### src/rtl/lcd_write_arbiter.sv
// Arbitrates NREQ requesters onto a single hex LCD writer and tracks its busy handshake.
// Define LCD_ARB_FIXED_PRIO_EN for fixed lowest-index priority instead of round-robin.
module lcd_write_arbiter #(
    parameter int NREQ        = 4,
    parameter int DW          = 16,
    parameter int ACK_TIMEOUT = 8
) (
    input  logic                    i_clk,
    input  logic                    i_reset,
    input  logic [NREQ-1:0]         i_req,
    input  logic [NREQ*DW-1:0]      i_req_data,
    output logic [NREQ-1:0]         o_ack,
    output logic                    o_lcd_start,
    output logic [DW-1:0]           o_lcd_data,
    input  logic                    i_lcd_busy,
    output logic [$clog2(NREQ)-1:0] o_grant_id,
    output logic                    o_arb_busy,
    output logic                    o_timeout_err,
    input  logic                    i_clear_err
);

    localparam int IW = $clog2(NREQ);
    localparam int CW = $clog2(ACK_TIMEOUT + 1);

    typedef enum logic [2:0] {
        S_IDLE,
        S_START,
        S_WAIT_HI,
        S_WAIT_LO,
        S_DONE
    } state_t;

    state_t          r_state;
    state_t          w_state_next;
    logic [CW-1:0]   r_cnt;
    logic [CW-1:0]   w_cnt_next;
    logic [IW-1:0]   r_grant_id;
    logic [IW-1:0]   w_grant_next;
    logic [DW-1:0]   r_lcd_data;
    logic [DW-1:0]   w_data_next;
    logic            r_lcd_start;
    logic            r_arb_busy;
    logic [NREQ-1:0] r_ack;
    logic            r_err;
    logic            w_err_set;
    logic            w_found;
    logic [IW-1:0]   w_winner;
    logic [DW-1:0]   w_slice [NREQ];
    logic [NREQ-1:0] w_ack_vec;

    genvar gi;
    generate
        for (gi = 0; gi < NREQ; gi++) begin : g_req
            assign w_slice[gi]   = i_req_data[gi*DW +: DW];
            assign w_ack_vec[gi] = (r_grant_id == IW'(gi));
        end
    endgenerate

`ifdef LCD_ARB_FIXED_PRIO_EN
    // Scan downward so the lowest set index is the last one written.
    always_comb begin
        w_found  = 1'b0;
        w_winner = '0;
        for (int i = NREQ - 1; i >= 0; i--) begin
            if (i_req[i]) begin
                w_found  = 1'b1;
                w_winner = IW'(i);
            end
        end
    end
`else
    logic [IW-1:0] r_rr_ptr;
    logic [IW:0]   w_sum;
    logic [IW-1:0] w_idx;

    // First set request at or after r_rr_ptr, wrapping past NREQ-1.
    always_comb begin
        w_found  = 1'b0;
        w_winner = '0;
        w_sum    = '0;
        w_idx    = '0;
        for (int i = 0; i < NREQ; i++) begin
            w_sum = {1'b0, r_rr_ptr} + (IW+1)'(i);
            if (w_sum >= (IW+1)'(NREQ)) begin
                w_sum = w_sum - (IW+1)'(NREQ);
            end
            w_idx = w_sum[IW-1:0];
            if (!w_found && i_req[w_idx]) begin
                w_found  = 1'b1;
                w_winner = w_idx;
            end
        end
    end

    always_ff @(posedge i_clk or negedge i_reset) begin
        if (!i_reset) begin
            r_rr_ptr <= '0;
        end else if (r_state == S_DONE) begin
            r_rr_ptr <= (r_grant_id == IW'(NREQ - 1)) ? '0 : r_grant_id + 1'b1;
        end
    end
`endif

    always_comb begin
        w_state_next = r_state;
        w_cnt_next   = r_cnt;
        w_grant_next = r_grant_id;
        w_data_next  = r_lcd_data;
        w_err_set    = 1'b0;
        case (r_state)
            S_IDLE: begin
                if (!i_lcd_busy && w_found) begin
                    w_grant_next = w_winner;
                    w_data_next  = w_slice[w_winner];
                    w_state_next = S_START;
                end
            end
            S_START: begin
                w_cnt_next   = '0;
                w_state_next = S_WAIT_HI;
            end
            S_WAIT_HI: begin
                if (i_lcd_busy) begin
                    w_state_next = S_WAIT_LO;
                end else begin
                    w_cnt_next = r_cnt + 1'b1;
                    if (r_cnt == CW'(ACK_TIMEOUT - 1)) begin
                        w_err_set    = 1'b1;
                        w_state_next = S_DONE;
                    end
                end
            end
            S_WAIT_LO: begin
                if (!i_lcd_busy) begin
                    w_state_next = S_DONE;
                end
            end
            S_DONE:  w_state_next = S_IDLE;
            default: w_state_next = S_IDLE;
        endcase
    end

    // Outputs are decoded from the next state so each one is a plain register.
    always_ff @(posedge i_clk or negedge i_reset) begin
        if (!i_reset) begin
            r_state     <= S_IDLE;
            r_cnt       <= '0;
            r_grant_id  <= '0;
            r_lcd_data  <= '0;
            r_lcd_start <= 1'b0;
            r_arb_busy  <= 1'b0;
            r_ack       <= '0;
            r_err       <= 1'b0;
        end else begin
            r_state     <= w_state_next;
            r_cnt       <= w_cnt_next;
            r_grant_id  <= w_grant_next;
            r_lcd_data  <= w_data_next;
            r_lcd_start <= (w_state_next == S_START);
            r_arb_busy  <= (w_state_next != S_IDLE);
            r_ack       <= (w_state_next == S_DONE) ? w_ack_vec : '0;
            r_err       <= w_err_set | (r_err & ~i_clear_err);
        end
    end

    assign o_ack         = r_ack;
    assign o_lcd_start   = r_lcd_start;
    assign o_lcd_data    = r_lcd_data;
    assign o_grant_id    = r_grant_id;
    assign o_arb_busy    = r_arb_busy;
    assign o_timeout_err = r_err;

endmodule

### config.mk
export PLATFORM = sky130hd
export DESIGN_NAME = lcd_write_arbiter
export DESIGN_NICKNAME = d
export VERILOG_FILES = /design/src/rtl/lcd_write_arbiter.sv
export SDC_FILE = /design/constraint.sdc
export NUM_CORES = 1
export LEC_CHECK = 0
export ABC_CLOCK_PERIOD_IN_PS = 1600
export CORE_MARGIN = 8
export CORE_UTILIZATION = 36
export DETAILED_ROUTE_END_ITERATION = 10
export PLACE_DENSITY = 0.77
export SYNTH_ARGS = -nofsm -noshare
export SYNTH_HDL_FRONTEND = slang
export SYNTH_SLANG_ARGS = --single-unit
### constraint.sdc
create_clock -name i_clk -period 1.6 [get_ports i_clk]
set_input_delay 0.32 -clock i_clk [delete_from_list [all_inputs] [get_ports i_clk]]
set_output_delay 0.32 -clock i_clk [all_outputs]
set_load 0.05 [all_outputs]
== After elaboration in Yosys (flattened, before gate mapping) ==
Cells that the tools add are included.
W data, S select, Z words.

* Bitwise operators: 4
* Magnitude comparators: 9
* Multiplexer cells: 35
* Reductions and logical operators: 14
* Add/subtract/negate cells: 9
* Equal/unequal tests: 11

{| class="wikitable"
|+ Operators by type and width
! kind !! number
|-
| $bmux W16 S2 || 1
|-
| $mux W16 || 2
|-
| $mux W2 || 9
|-
| $ge A3 B3 Y1 const B || 4
|-
| $lt A2 B3 Y1 const B || 4
|-
| $mux W3 || 4
|-
| $pmux W3 S4 || 1
|-
| $mux W1 || 11
|-
| $bmux W1 S2 || 4
|-
| $mux W4 || 2
|-
| $pmux W4 S2 || 1
|-
| $sub A2 B1 Y2 const B || 4
|-
| $add A2 B2 Y3 const B || 2
|-
| $eq A3 B1 Y1 const B || 2
|-
| $eq A3 B2 Y1 const B || 2
|-
| $eq A3 B3 Y1 const B || 2
|-
| $add A4 B1 Y4 const B || 1
|-
| $eq A2 B2 Y1 const B || 2
|-
| $eq A4 B3 Y1 const B || 1
|-
| $logic_and A1 B1 Y1 || 4
|-
| $logic_not A1 Y1 || 4
|-
| $reduce_and A2 Y1 || 2
|-
| $add A2 B1 Y3 const B || 1
|-
| $ge A2 B3 Y1 const B || 1
|-
| other kinds (11) || 11
|}

* Input port bits: 72
* Bits in registers: 34
* Output and inout bits: 25

== Logic depth before layout (Yosys ltp) ==
* Word-level depth: 19
* Mapped depth: 7
* Mapped depth without buffers: 6

== Worst setup path before layout ==
Ideal clock, no wire load.

* Path kind: reg2reg
* Start point: register r_state[0]
* End point: register r_lcd_data[0], in the netlist o_lcd_data[0]
* Path slack: -0.145 ns
* Setup time: 0.090 ns
* Path buffers: 3
* Cell stages (with the launch flop): 7
* Required time: 1.510 ns
* Arrival: 1.655 ns
* Period minus slack after synthesis: 1.745 ns
* Cells stage by stage: dfrtp_1 > buf_2 > or4_4 > or2_1 > buf_6 > buf_6 > o221ai_1

* Longest elaborated chain between the ends: 2

{| class="wikitable"
|+ RTL lines
! what !! line !! text
|-
| start: declaration || 33 || <nowiki>state_t r_state;</nowiki>
|-
| start signal: assignment || 155 || <nowiki>r_state <= w_state_next;</nowiki>
|-
| $logic_not A3 Y1 || 110 || <nowiki>case (r_state)</nowiki>
|-
| $reduce_and A2 Y1 (no source line) || -- ||
|-
| end signal: assignment || 158 || <nowiki>r_lcd_data <= w_data_next;</nowiki>
|-
| end: declaration || 39 || <nowiki>logic [DW-1:0] r_lcd_data;</nowiki>
|}

Every way passes these cells.
A chain may end at the register's enable or synchronous reset.

== Final worst setup path ==
* Start point: register r_rr_ptr[0]
* End point: register r_lcd_data[2], in the netlist o_lcd_data[2]

* Longest elaborated chain between the ends: 18
* Elaborated cells between the ends (all ways): 43

{| class="wikitable"
|+ RTL lines
! what !! line !! text
|-
| start: declaration || 72 || <nowiki>logic [IW-1:0] r_rr_ptr;</nowiki>
|-
| start signal: assignment || 99 || <nowiki>r_rr_ptr <= (r_grant_id == IW'(NREQ - 1)) ? '0 : r_grant_id + 1'b1;</nowiki>
|-
| branches (longest 18 deep; another with $add A2 B1 Y3) || -- ||
|}

Several ways; the timed one is not identified. The select of a mux whose other input is x is not followed.

==> flow_summary.yaml <==
clock_tree:
  cts.clk_slew.worst_paths_ns: 0.07
  numCtsBuffers: 5
  clkSinkCount: 34
  ctsRootBufferMaster: "clkbuf_8"
  cts_tree: "yes"
  htreeDepth: 2
  cts_max_path_buffers: 2
  clk_latency_ns: 0.28
synth:
  ys_seq_area_frac: 0.458
  syn-instance-count: 178
  yosysWarnings: 0
  ys_ff_latch: 34
  syn_nets: 255
  syn_area_um2: 1860
  avgSynthCellArea_um2: 10.4
  ys_types: 30
timing:
  worst_pin_slew_ns: 0.443
  timing.final.ws_setup_ns: -0.0556
  skew_ns: 0.00461
  fmax_mhz: 604
  finalSetupViolCount: 16
  rsz0062_at_grt: "true"
  slew_viol_final: 0
  final.setup.tns_ns: -0.583
  period_share: 1.03
  hold_slack_ns: 0.327
  finalHoldViolations: 0
  final.min_clock_period_ns: 1.66
  slew_headroom: 0.705
final_layout:
  final_area_um2: 3600
  diodes: 0
  num-nets-final: 380
  drive_gt1_frac: 0.368
  postLayoutCoreUtil: 0.713
  instances_no_fill: 374
  syn_to_final_growth_pct: 93.6
critical_path:
  crit_path_top_delay_cell: "dfrtp_1"
  cp_slowest_stage_delay_ns: 0.37
  regToRegSetupSlack_ns: -0.06
  cp.required_ns: 1.79
  r2r_end: "o_lcd_data[2]"
  critPathMaxFanout: 6
  r2r_start: "r_rr_ptr[0]"
  worst-r2r-cell-count: 7
  worstPathCellList: "inv_2 > a221oi_4 > o22ai_4 > buf_6 > buf_16 > mux2i_4 > o221ai_2"
  start_kind: "register"
  crit_type: "reg -> reg"
  worstSetupEndpointType: "register"
  arrival_ns: 1.85
job:
  cap_violations: 0
grt:
  antenna_found_initial: 0
  first_global_vias: 2036
  grt_pass1_wl_mm: 9.75
  grtUsageTotal: 0.161
  grt_max_degree: 19
  overflow: 0
routing:
  num_vias: 1886
  drc: 0
  wl_met2_mm: 3.33
  totalWireLength_mm: 6.39
  antenna_left: 0
  dr.pass1.iters: 4
  avgRoutedWirePerCell_um: 17.1
  top_layer_used: "met4"
  wl_met1_mm: 2.53
  drtIter0Drc: 43
  viasPerCell: 5.04
  route.met3.wl_um: 471
die:
  die_x_um: 87.8
  chipHeight_um: 87.8
  num_io_pins: 97
  start_util: 0.368
  row_count: 26
  core_area_um2: 5040
  die_area_um2: 7720
outcome:
  violations: "negative setup slack"
  status: "finished, violations left"
pwr:
  power.leakage_nw: 1.59
  max-vdd-ir-drop_v: 0.000994
  power_density_nw_per_um2: 1670
  power_mw: 6.02
worst_hold_path:
  min_from: "i_lcd_busy"
  hold_path.class: "in -> reg"
  whs_path_depth: 3
  min_to: "r_state[0]"
placement:
  place_area_um2: 3080
  pre_cts_ws_ns: -0.646
  place.gp.congestion: 0.819
  post-place-cells: 354
  detailed_place_hpwl_mm: 4.60
  portBuffers: 96
-- layer usage --
layer | GRT usage | vias up
met5 | 0 | -
met2 | 0.280 | 63
met4 | 0.0500 | 0
li1 | - | 907
met3 | 0.0507 | 4
met1 | 0.182 | 912
-- critical path, delay by kind of cell (launching register included) --
kind	cells	cell delay, ns
AO/OA/AOI/OAI	3	0.65
flip-flops	1	0.37
buffers and inverters	3	0.37
multiplexers	1	0.18
-- timing repair --
action                                 CTS  global route
buffers inserted                         5             7
resized for setup                       32            46
setup endpoints to repair               20            16
endpoints found under the hold margin   16             0
gates cloned                             2             1
pin swaps                                5            11
hold buffers                             1             0
-- synthesized netlist by cell type --
master	instances	share of area
o21bai_1	1	0.0040
o21ai_0	9	0.024
nor4_1	1	0.0034
a221oi_1	2	0.0094
mux2_2	1	0.0061
mux2i_1	32	0.17
inv_1	10	0.020
nor2b_1	2	0.0067
a21oi_1	7	0.019
o31ai_1	1	0.0040
nand4b_1	1	0.0047
or2_1	1	0.0034
o221ai_1	16	0.075
a211oi_1	1	0.0040
or4_4	1	0.0061
o41ai_1	1	0.0047
buf_6	2	0.012
nor2_1	7	0.014
and2_1	4	0.013
nand3b_1	1	0.0040
ha_1	5	0.034
o22ai_2	1	0.0067
nand2_1	25	0.051
dfrtp_1	34	0.46
clkbuf_1	1	0.0020
o32ai_1	1	0.0047
nor3b_1	1	0.0040
a2bb2o_1	1	0.0054
buf_2	7	0.019
a32oi_1	1	0.0047
-- worst max-delay path by stage --
stage / from / slack (ns) / depth (start not counted) / endpoint
after floorplan: r_state[2] / -0.11 / 6 / o_lcd_data[15]
after global placement: i_lcd_busy / -0.63 / 7 / o_lcd_data[10]
after detailed placement: i_lcd_busy / -0.65 / 7 / o_lcd_data[10]
after CTS: r_rr_ptr[0] / -0.04 / 8 / o_lcd_data[0]
after global routing: r_rr_ptr[0] / -0.13 / 7 / o_lcd_data[14]
final: r_rr_ptr[0] / -0.06 / 7 / o_lcd_data[2]
-- sequential cells by signal, summed over array words and instances, names as in the netlist --
name	cells
o_lcd_start	1
o_ack	4
o_lcd_data	16
o_grant_id	2
r_state	3
r_rr_ptr	2
o_timeout_err	1
o_arb_busy	1
r_cnt	4
-- placed cells by master (no fill, tap or decap), drive strengths merged, types with 4 or more instances in the layout --
master         synthesis  layout
dfrtp                 34      34
nor2                   7       7
o21ai                  9       9
clkbuf                 1      11
a21oi                  7       7
buf                    9      56
ha                     5       5
nand2                 25      25
o221ai                16      16
clkdlybuf4s50          0      65
inv                   10      10
mux2i                 32      32
and2                   4       4
-- area by class of cell --
| cell class | instances | area (um2) |
|---|---|---|
| fillers | 390 | 1450 |
| multi-input cells | 124 | 1230 |
| inverters | 10 | 37.5 |
| repair buffers | 128 | 1290 |
| clock inverters | 1 | 30.0 |
| clock buffers | 7 | 76.3 |
| flip-flops and latches | 34 | 852 |
| well taps | 70 | 87.6 |
-- logic make-up (layout without fill, tap and decap cells) --
kind of cell	after synthesis	count (layout)	share of synthesized area
simple gates	44	44	0.110
compound gates	42	42	0.166
flops	34	34	0.458
fa+ha+maj	5	5	0.0337
mux	33	33	0.178
buf+inv	20	146	0.0532
-- where the power goes --
part | switching [mW] | total, mW | internal [mW]
Clock | 0.293 | 0.759 | 0.466
Sequential | 0.224 | 1.41 | 1.18
Combinational | 2.07 | 3.85 | 1.79
No activity file was read; power rests on OpenSTA's default activity.
